## config.mk

```make
export PLATFORM = sky130hd
export DESIGN_NAME = mdu_seq
export DESIGN_NICKNAME = d
export VERILOG_FILES = /design/src/rtl/mdu_seq_pkg.sv /design/src/rtl/mdu_seq_mul32.sv /design/src/rtl/mdu_seq.sv
export SDC_FILE = /design/constraint.sdc
export NUM_CORES = 2
export LEC_CHECK = 0
export BUFFER_PORTS_ARGS = -buffer_cell sky130_fd_sc_hd__buf_2
export CELL_PAD_IN_SITES_DETAIL_PLACEMENT = 0
export CELL_PAD_IN_SITES_GLOBAL_PLACEMENT = 2
export CORE_MARGIN = 2
export CORE_UTILIZATION = 42
export DETAILED_ROUTE_END_ITERATION = 10
export PLACE_DENSITY_LB_ADDON = 0.1
export RECOVER_POWER = 25
export SLEW_MARGIN = 20
export SYNTH_ARGS = -nofsm -noshare
export SYNTH_HDL_FRONTEND = slang
export SYNTH_HIERARCHICAL = 1
export SYNTH_SLANG_ARGS = --single-unit
export TNS_END_PERCENT = 1
```

## constraint.sdc

```tcl
create_clock -name clk -period 35.9 [get_ports clk]
set_input_delay 7.18 -clock clk [delete_from_list [all_inputs] [get_ports clk]]
set_output_delay 7.18 -clock clk [all_outputs]
set_load 0.01 [all_outputs]
```

## src/rtl/mdu_seq_pkg.sv

```systemverilog
// Shared definitions for the multiply/divide sequencer.
// Holds the MDU op encodings, the sequencer state encoding and the
// pipeline control constants reused by the execute stage.
package mdu_seq_pkg;

    // MDU operation encodings (op_i); 9..15 behave as MDU_NONE
    localparam logic [3:0] MDU_NONE  = 4'd0;
    localparam logic [3:0] MDU_MULT  = 4'd1;
    localparam logic [3:0] MDU_MULTU = 4'd2;
    localparam logic [3:0] MDU_MADD  = 4'd3;
    localparam logic [3:0] MDU_MADDU = 4'd4;
    localparam logic [3:0] MDU_MSUB  = 4'd5;
    localparam logic [3:0] MDU_MSUBU = 4'd6;
    localparam logic [3:0] MDU_DIV   = 4'd7;
    localparam logic [3:0] MDU_DIVU  = 4'd8;

    // Pipeline control levels
    localparam logic WriteEnable  = 1'b1;
    localparam logic WriteDisable = 1'b0;
    localparam logic Stop         = 1'b1;
    localparam logic NoStop       = 1'b0;
    localparam logic DivStart     = 1'b1;
    localparam logic DivStop      = 1'b0;

    typedef enum logic [1:0] {
        S_IDLE     = 2'd0,
        S_ACC      = 2'd1,
        S_DIV_WAIT = 2'd2,
        S_DONE     = 2'd3
    } mdu_state_e;

endpackage

```

## src/rtl/mdu_seq_mul32.sv

```systemverilog
// Combinational 32x32 -> 64 multiplier, signed or unsigned.
// Ports: a_i/b_i operands, signed_i selects signed mode, prod_o 64-bit product.
// Latency 0; no handshake.
module mdu_seq_mul32 (
    input  logic        signed_i,
    input  logic [31:0] a_i,
    input  logic [31:0] b_i,
    output logic [63:0] prod_o
);
    logic [31:0] mag_a;
    logic [31:0] mag_b;
    logic [63:0] mag_p;
    logic        neg;

    // Signed mode multiplies magnitudes and negates the result when the
    // operand signs differ; 0x80000000 has magnitude 0x80000000, which the
    // unsigned multiply handles correctly.
    always_comb begin
        mag_a  = (signed_i && a_i[31]) ? (~a_i + 32'd1) : a_i;
        mag_b  = (signed_i && b_i[31]) ? (~b_i + 32'd1) : b_i;
        mag_p  = {32'd0, mag_a} * {32'd0, mag_b};
        neg    = signed_i && (a_i[31] ^ b_i[31]);
        prod_o = neg ? (~mag_p + 64'd1) : mag_p;
    end
endmodule

```

## src/rtl/mdu_seq.sv

```systemverilog
// Execute-stage multiply/divide sequencer: MULT same cycle, MADD/MSUB two cycles, DIV via divider handshake.
// Latency: MULT 0, MADD/MSUB 1 stall cycle, DIV issue..ready-1 stall cycles.
// Backpressure: finished results held in DONE until ex_adv_i; annul_i aborts; rst forces all outputs low.
// Ports: op_i/opa_i/opb_i/hilo_i operation inputs, ex_adv_i/annul_i pipeline control,
//        stallreq_o/whilo_o/hi_o/lo_o results, div_* divider handshake.
module mdu_seq
    import mdu_seq_pkg::*;
(
    input  logic        clk,
    input  logic        rst,
    input  logic [3:0]  op_i,
    input  logic [31:0] opa_i,
    input  logic [31:0] opb_i,
    input  logic [63:0] hilo_i,
    input  logic        ex_adv_i,
    input  logic        annul_i,
    output logic        stallreq_o,
    output logic        whilo_o,
    output logic [31:0] hi_o,
    output logic [31:0] lo_o,
    output logic        div_start_o,
    output logic        div_signed_o,
    output logic [31:0] div_opa_o,
    output logic [31:0] div_opb_o,
    output logic        div_annul_o,
    input  logic [63:0] div_result_i,
    input  logic        div_ready_i
);
    mdu_state_e  state_q, state_d;
    logic [63:0] prod_q, prod_d;
    logic [63:0] res_q, res_d;
    logic [31:0] dopa_q, dopa_d;
    logic [31:0] dopb_q, dopb_d;
    logic        dsgn_q, dsgn_d;

    logic        mul_signed;
    logic [63:0] product;
    logic [63:0] acc_sum;

    logic        stall_c, whilo_c, start_c, sgn_c, annul_c;
    logic [63:0] hilo_c;
    logic [31:0] opa_c, opb_c;

    assign mul_signed = (op_i == MDU_MULT) || (op_i == MDU_MADD) || (op_i == MDU_MSUB);
    assign acc_sum    = prod_q + hilo_i;

    mdu_seq_mul32 u_mul (
        .signed_i (mul_signed),
        .a_i      (opa_i),
        .b_i      (opb_i),
        .prod_o   (product)
    );

    always_comb begin
        state_d = state_q;
        prod_d  = prod_q;
        res_d   = res_q;
        dopa_d  = dopa_q;
        dopb_d  = dopb_q;
        dsgn_d  = dsgn_q;
        stall_c = NoStop;
        whilo_c = WriteDisable;
        start_c = DivStop;
        sgn_c   = 1'b0;
        annul_c = 1'b0;
        hilo_c  = 64'd0;
        opa_c   = 32'd0;
        opb_c   = 32'd0;

        if (annul_i) begin
            state_d = S_IDLE;
            annul_c = (state_q == S_DIV_WAIT);
        end else begin
            unique case (state_q)
                S_IDLE: begin
                    case (op_i)
                        MDU_MULT, MDU_MULTU: begin
                            whilo_c = WriteEnable;
                            hilo_c  = product;
                        end
                        MDU_MADD, MDU_MADDU: begin
                            prod_d  = product;
                            stall_c = Stop;
                            state_d = S_ACC;
                        end
                        MDU_MSUB, MDU_MSUBU: begin
                            prod_d  = ~product + 64'd1;
                            stall_c = Stop;
                            state_d = S_ACC;
                        end
                        MDU_DIV, MDU_DIVU: begin
                            // Operands are latched so the divider sees a stable
                            // request even if the execute-stage inputs move.
                            start_c = DivStart;
                            opa_c   = opa_i;
                            opb_c   = opb_i;
                            sgn_c   = (op_i == MDU_DIV);
                            dopa_d  = opa_i;
                            dopb_d  = opb_i;
                            dsgn_d  = (op_i == MDU_DIV);
                            stall_c = Stop;
                            state_d = S_DIV_WAIT;
                        end
                        default: ;
                    endcase
                end
                S_ACC: begin
                    // hilo_i is taken here, not at issue, to pick up forwarding
                    whilo_c = WriteEnable;
                    hilo_c  = acc_sum;
                    res_d   = acc_sum;
                    state_d = ex_adv_i ? S_IDLE : S_DONE;
                end
                S_DIV_WAIT: begin
                    if (div_ready_i) begin
                        whilo_c = WriteEnable;
                        hilo_c  = div_result_i;
                        res_d   = div_result_i;
                        state_d = ex_adv_i ? S_IDLE : S_DONE;
                    end else begin
                        start_c = DivStart;
                        opa_c   = dopa_q;
                        opb_c   = dopb_q;
                        sgn_c   = dsgn_q;
                        stall_c = Stop;
                    end
                end
                S_DONE: begin
                    whilo_c = WriteEnable;
                    hilo_c  = res_q;
                    if (ex_adv_i) begin
                        state_d = S_IDLE;
                    end
                end
                default: state_d = S_IDLE;
            endcase
        end
    end

    // Outputs are forced low while rst is high so that a reset in the middle
    // of an operation is visible before the next clock edge.
    always_comb begin
        stallreq_o   = rst ? 1'b0  : stall_c;
        whilo_o      = rst ? 1'b0  : whilo_c;
        hi_o         = rst ? 32'd0 : hilo_c[63:32];
        lo_o         = rst ? 32'd0 : hilo_c[31:0];
        div_start_o  = rst ? 1'b0  : start_c;
        div_signed_o = rst ? 1'b0  : sgn_c;
        div_opa_o    = rst ? 32'd0 : opa_c;
        div_opb_o    = rst ? 32'd0 : opb_c;
        div_annul_o  = rst ? 1'b0  : annul_c;
    end

    always_ff @(posedge clk or posedge rst) begin
        if (rst) begin
            state_q <= S_IDLE;
            prod_q  <= 64'd0;
            res_q   <= 64'd0;
            dopa_q  <= 32'd0;
            dopb_q  <= 32'd0;
            dsgn_q  <= 1'b0;
        end else begin
            state_q <= state_d;
            prod_q  <= prod_d;
            res_q   <= res_d;
            dopa_q  <= dopa_d;
            dopb_q  <= dopb_d;
            dsgn_q  <= dsgn_d;
        end
    end
endmodule
```

# After elaboration in Yosys (flattened, before gate mapping)

Cells that the tools add are included.

Register bits after elaboration: 195
Bits in latches: 0
Memory bits (writable): 0
Memory bits (read-only): 0
Bits of input ports: 201
Output and inout bits: 133
Logic and storage cells: 101
Memories kept: 0

$add $sub $neg: 5
$mul: 1
Divide/modulo/power cells: 0
Order comparisons: 0
Equality and inequality tests: 15
Shift-type cells: 0
Mux-type cells: 49
Bitwise operators: 6
Reductions and logical operators: 19

Operators by type and width:

| operator              | number |
|---|---|
| $mux 32               | 12 |
| $mux 64               | 5 |
| $pmux 64 s2           | 2 |
| $pmux 64 s4           | 1 |
| $add 64x1->64 const B | 2 |
| $not 64->64           | 2 |
| $pmux 32 s2           | 2 |
| $add 32x1->32 const B | 2 |
| $add 64x64->64        | 1 |
| $mul 32x32->64        | 1 |
| $not 32->32           | 2 |
| $mux 1                | 17 |
| $eq 4x3->1 const B    | 4 |
| $reduce_and 3->1      | 4 |
| $reduce_or 2->1       | 5 |
| $eq 4x2->1 const B    | 2 |
| $mux 2                | 4 |
| $pmux 2 s4            | 1 |
| $ne 3x3->1 const B    | 2 |
| $pmux 1 s2            | 3 |
| $reduce_or 6->1       | 1 |
| $eq 2x2->1 const B    | 2 |
| $eq 4x1->1 const B    | 1 |
| $eq 4x4->1 const B    | 1 |
| other kinds (12)      | 16 |

# Longest topological paths before layout

Word-level depth: 13
Depth in mapped cells: 48
Gate-level depth less buffers: 44

# Cells and area by module

The synthesis kept the hierarchy.

By module, submodules not included:

| module        | instances | cells each | area an instance (sq um) | sequential area each (sq um) |
|---|---|---|---|---|
| mdu_seq_mul32 | 1         | 4298       | 35821.9                  | 0.0 |
| mdu_seq       | 1         | 1953       | 15964.1                  | 4879.7 |

# Worst setup path after synthesis

OpenSTA, ideal clock, no wires.

Kind: input-to-output
Start: input opa_i[0]
End: output hi_o[17]
Arrival time: 17618 ps
Required time: 28720 ps
Path slack: 11102 ps
Stages: 38
Buffers on the path: 3
Path through: inv_1 clkbuf_1 ha_1 nand4b_1 nor3b_1 nand2_1 or3_1 o21ai_0 xnor2_1 clkbuf_1 nand2_1 fa_1 fa_1 fa_1 fa_1 inv_1 fa_1 fa_1 [... 2 more ...] fa_1 inv_1 ha_1 clkbuf_1 and4_1 and2_1 nor2b_1 o31a_1 a311oi_1 o221ai_1 xnor2_1 nand3b_2 or3_1 o21ai_1 xnor2_1 inv_1 a22o_1 a211oi_1

Word-level cells in the longest chain between the ends: 11

Ends and longest elaborated chain:

| what               | RTL line            | source |
|---|---|---|
| start, declared    | mdu_seq.sv:12       | `input logic [31:0] opa_i,` |
| $not 32->32        | mdu_seq_mul32.sv:19 | `mag_a = (signed_i && a_i[31]) ? (~a_i + 32'd1) : a_i;` |
| $add 32x1->32      | mdu_seq_mul32.sv:19 |  |
| $mux 32 (*)        | mdu_seq_mul32.sv:19 |  |
| $mul 32x32->64 (*) | mdu_seq_mul32.sv:21 | `mag_p = {32'd0, mag_a} * {32'd0, mag_b};` |
| $not 64->64        | mdu_seq_mul32.sv:23 | `prod_o = neg ? (~mag_p + 64'd1) : mag_p;` |
| $add 64x1->64      | mdu_seq_mul32.sv:23 |  |
| $mux 64 (*)        | mdu_seq_mul32.sv:23 |  |
| net product[49]    | mdu_seq.sv:37       | `logic [63:0] product;` |
| $mux 64 (*)        | mdu_seq.sv:76       | `case (op_i)` |
| $pmux 64 s4 (*)    | mdu_seq.sv:74       | `unique case (state_q)` |
| $mux 64 (*)        | mdu_seq.sv:70       | `if (annul_i) begin` |
| $mux 32 (*)        | mdu_seq.sv:145      | `hi_o = rst ? 32'd0 : hilo_c[63:32];` |
| end, declared      | mdu_seq.sv:19       | `output logic [31:0] hi_o,` |

The timed path passes the listed nets; every way through them passes the cells marked *.

# Final worst setup path

Start: input opa_i[0]
End: output hi_o[24]

Same word-level chain as after synthesis.

==> metrics.txt <==
slowest cell delay on critical path=slightly below 0.9 ns; P&R area growth vs syn=9.437%; detailed-route DRC error count=0; Slew @ Worst Pin=roughly 3.7 ns; total nets after synthesis=7683; Top FF cell, synth=sky130_fd_sc_hd__dfrtp_1; Total Negative Setup Slacks=0 ns; category of the most critical setup path=primary input to output port; RSZ-0062 raised after global routing=false; Worst Hold Class=register to register; final number of max-transition violations=137; Final min period=around 28 ns; total number of vias=~47000; cell type contributing the most total cell area after synthesis=sky130_fd_sc_hd__fa_1; synth unique cells=between 100 and 150; Rel. slew slack=-1.443; die boundary width=approximately 360 microns; endpoint class of the critical path=output port; number of nets in the finished design=7809; most used cell along the critical path=sky130_fd_sc_hd__fa_1; grt ovf=0; largest net degree at the start of global routing=98; CTS resizes=0; Post-DP HPWL=~180 mm; leading post-synthesis cells by cell area=sky130_fd_sc_hd__fa_1 35%, sky130_fd_sc_hd__dfrtp_1 9.4%, sky130_fd_sc_hd__ha_1 8.1%; io pins=approximately 330; final antenna-violating net count=0; first-pass detailed-route iteration total=6; maximum clock rate=around 35 MHz; Vias/cell=a little under 6; clock sink count=just under 200; number of warnings printed during yosys synthesis=6; max_cap viols=2; clock transition time at the flip-flop clock pins of the worst setup and hold paths=approximately 0.080 ns; Final setup viols=0; dominant delay contributor by cell family on the critical path=adder cells; number of DRC violations after detailed-routing iteration 0=4898; quantity of hold-fixing buffers added after cts=0; area share of the largest cell type after synthesis=0.3468; overall routed net length=around 220 mm; overall die area=around 130000 sq um; per-instance average area after synthesis=8.284 sq um; worst path bufs/invs=10; top cells by count, synth=959 x sky130_fd_sc_hd__inv_1, 897 x sky130_fd_sc_hd__fa_1, 808 x sky130_fd_sc_hd__nand2_1; number of register bits inferred by synthesis=195; Fin. Hold Viols=0; arrival time at the worst endpoint=21.13 ns; Setup Buffers After CTS=0; routability-driven placement congestion ratio=~1.1; Cell Rows=around 130; wire per inst=~28 microns; clock buffer count from CTS=17; status=finished with violations; count of port buffers added during placement=around 330; number of enable-type register cells in the synthesized netlist=0; share of the yosys chip area belonging to registers=0.09423; endpoint required time on the critical path=between 20 and 30 ns; final worst path period share=0.7885; CTS tree=done; ratio of cells with drive above 1 in the final layout=0.1105; buffer levels on the longest clock path=2; Netlist Area Pre-Place=51790 sq um; Core Box Area=around 120000 sq um; vertical die dimension=about 360 microns; Layout Skew=~0.032 ns; GRT Total Usage=0.3567; slowest CP cell=sky130_fd_sc_hd__xor2_1; number of antenna violations at the first check in global routing=12; failing checks=capacitance limit, slew limit; Max H-tree Level=4; Starting Density=0.4243; number of standard cells after synthesis=roughly 6300; global-route wire length before repair=approximately 330 mm; fraction of registers with async set/reset=1.000; vias in the first global route=between 40000 and 50000; maximum fanout along the worst path=23; element type at the critical path start=primary input; most numerous cell in the Yosys netlist=sky130_fd_sc_hd__inv_1; library cell used as clock root buffer=sky130_fd_sc_hd__clkbuf_16; insertion delay to the later sink of the worst-skew pair=approximately 0.54 ns
## worst register-to-register path: stages (launching register included)
cell and delay [ns]:
sky130_fd_sc_hd__dfrtp_1 0.39, sky130_fd_sc_hd__ha_1 0.33, sky130_fd_sc_hd__a21oi_1 0.49, sky130_fd_sc_hd__o21ai_1 0.42, sky130_fd_sc_hd__o311ai_1 0.53, sky130_fd_sc_hd__o21ai_0 0.26, sky130_fd_sc_hd__a41oi_2 0.73, sky130_fd_sc_hd__o2111ai_1 0.41
sky130_fd_sc_hd__a311oi_1 0.43, sky130_fd_sc_hd__xnor2_1 0.24, sky130_fd_sc_hd__mux2i_1 0.12, sky130_fd_sc_hd__o21ai_0 0.18
## final cells by class
cell class,instances,area [sq um]
clock buffers,18,429.2
inverters,959,3601
diodes,7,17.52
repair buffers,454,2570
well taps,1625,2033
flip-flops and latches,195,4880
fillers,12420,65360
multi-input cells,4750,42960
clock inverters,14,182.7
## final timing paths
kind,startpoint,end,slack (ns),depth (start not counted)
worst max-delay path,opa_i[0],hi_o[24],7.59,41
worst min-delay path,dsgn_q,dsgn_q,0.48,2
worst max register to register,prod_q[4],res_q[63],31.27,11
worst min register to register,dsgn_q,dsgn_q,0.48,2
max in group asynchronous,rst,dopa_q[11],23.73,3
min in group asynchronous,rst,res_q[55],7.64,2
## state kept, by name, summed over array words and instances (netlist names)
register,cells
dsgn_q,1
state_q,2
dopa_q,32
res_q,64
dopb_q,32
prod_q,64
## layout by cell type (no fill, tap or decap), types with 86 or more instances in the layout
master,synthesis,final
sky130_fd_sc_hd__buf_4,0,120
sky130_fd_sc_hd__nand2_1,808,807
sky130_fd_sc_hd__dfrtp_1,195,195
sky130_fd_sc_hd__a21oi_1,253,252
sky130_fd_sc_hd__xnor2_1,210,167
sky130_fd_sc_hd__ha_1,334,330
sky130_fd_sc_hd__nor2_1,780,778
sky130_fd_sc_hd__inv_1,959,958
sky130_fd_sc_hd__buf_2,0,332
sky130_fd_sc_hd__fa_1,897,897
sky130_fd_sc_hd__xor2_1,118,88
sky130_fd_sc_hd__a221oi_1,86,86
sky130_fd_sc_hd__o21ai_0,267,265
## layer usage
layer  share of wire  GRT usage
met3           0.088    0.07000
met4           0.036     0.1134
met1            0.45     0.5283
met2            0.42     0.5215
met5         0.00099   0.008302
## per-stage QoR
| step | instance area, sq um | worst slack (ns) | util | cells | hold WS, ns |
|---|---|---|---|---|---|
| floorplan | 51790 | 11.10 | - | 6251 | 0.4488 |
| global placement | 56010 | 7.763 | 0.4590 | 7983 | 0.4611 |
| detailed placement | 56040 | 7.693 | 0.4592 | 7983 | 0.4683 |
| CTS | 56650 | 7.688 | 0.4642 | 8015 | 0.4861 |
| global route | 56670 | 6.816 | 0.4643 | 8019 | 0.5079 |
| finish | 56670 | 7.594 | 0.4644 | 8022 | 0.4829 |
## cells by family (layout without fill, tap and decap cells)
| logic type | after synthesis | count (layout) | share of synthesized area |
|---|---|---|---|
| buffers and inverters | 1306 | 1445 | 0.09466 |
| AND/OR/NAND/NOR | 2041 | 2041 | 0.1724 |
| multiplexers | 126 | 126 | 0.02595 |
| adder cells (fa/ha/maj) | 1231 | 1231 | 0.4275 |
| flip-flops | 195 | 195 | 0.09423 |
| AO/OA/AOI/OAI | 1024 | 1024 | 0.1298 |
| other | 0 | 7 | 0 |
| XOR/XNOR | 328 | 328 | 0.05547 |
Power is left out: the tool's default activity adds up to more than one toggle a clock period on the data nets, which glitch-free logic cannot reach.
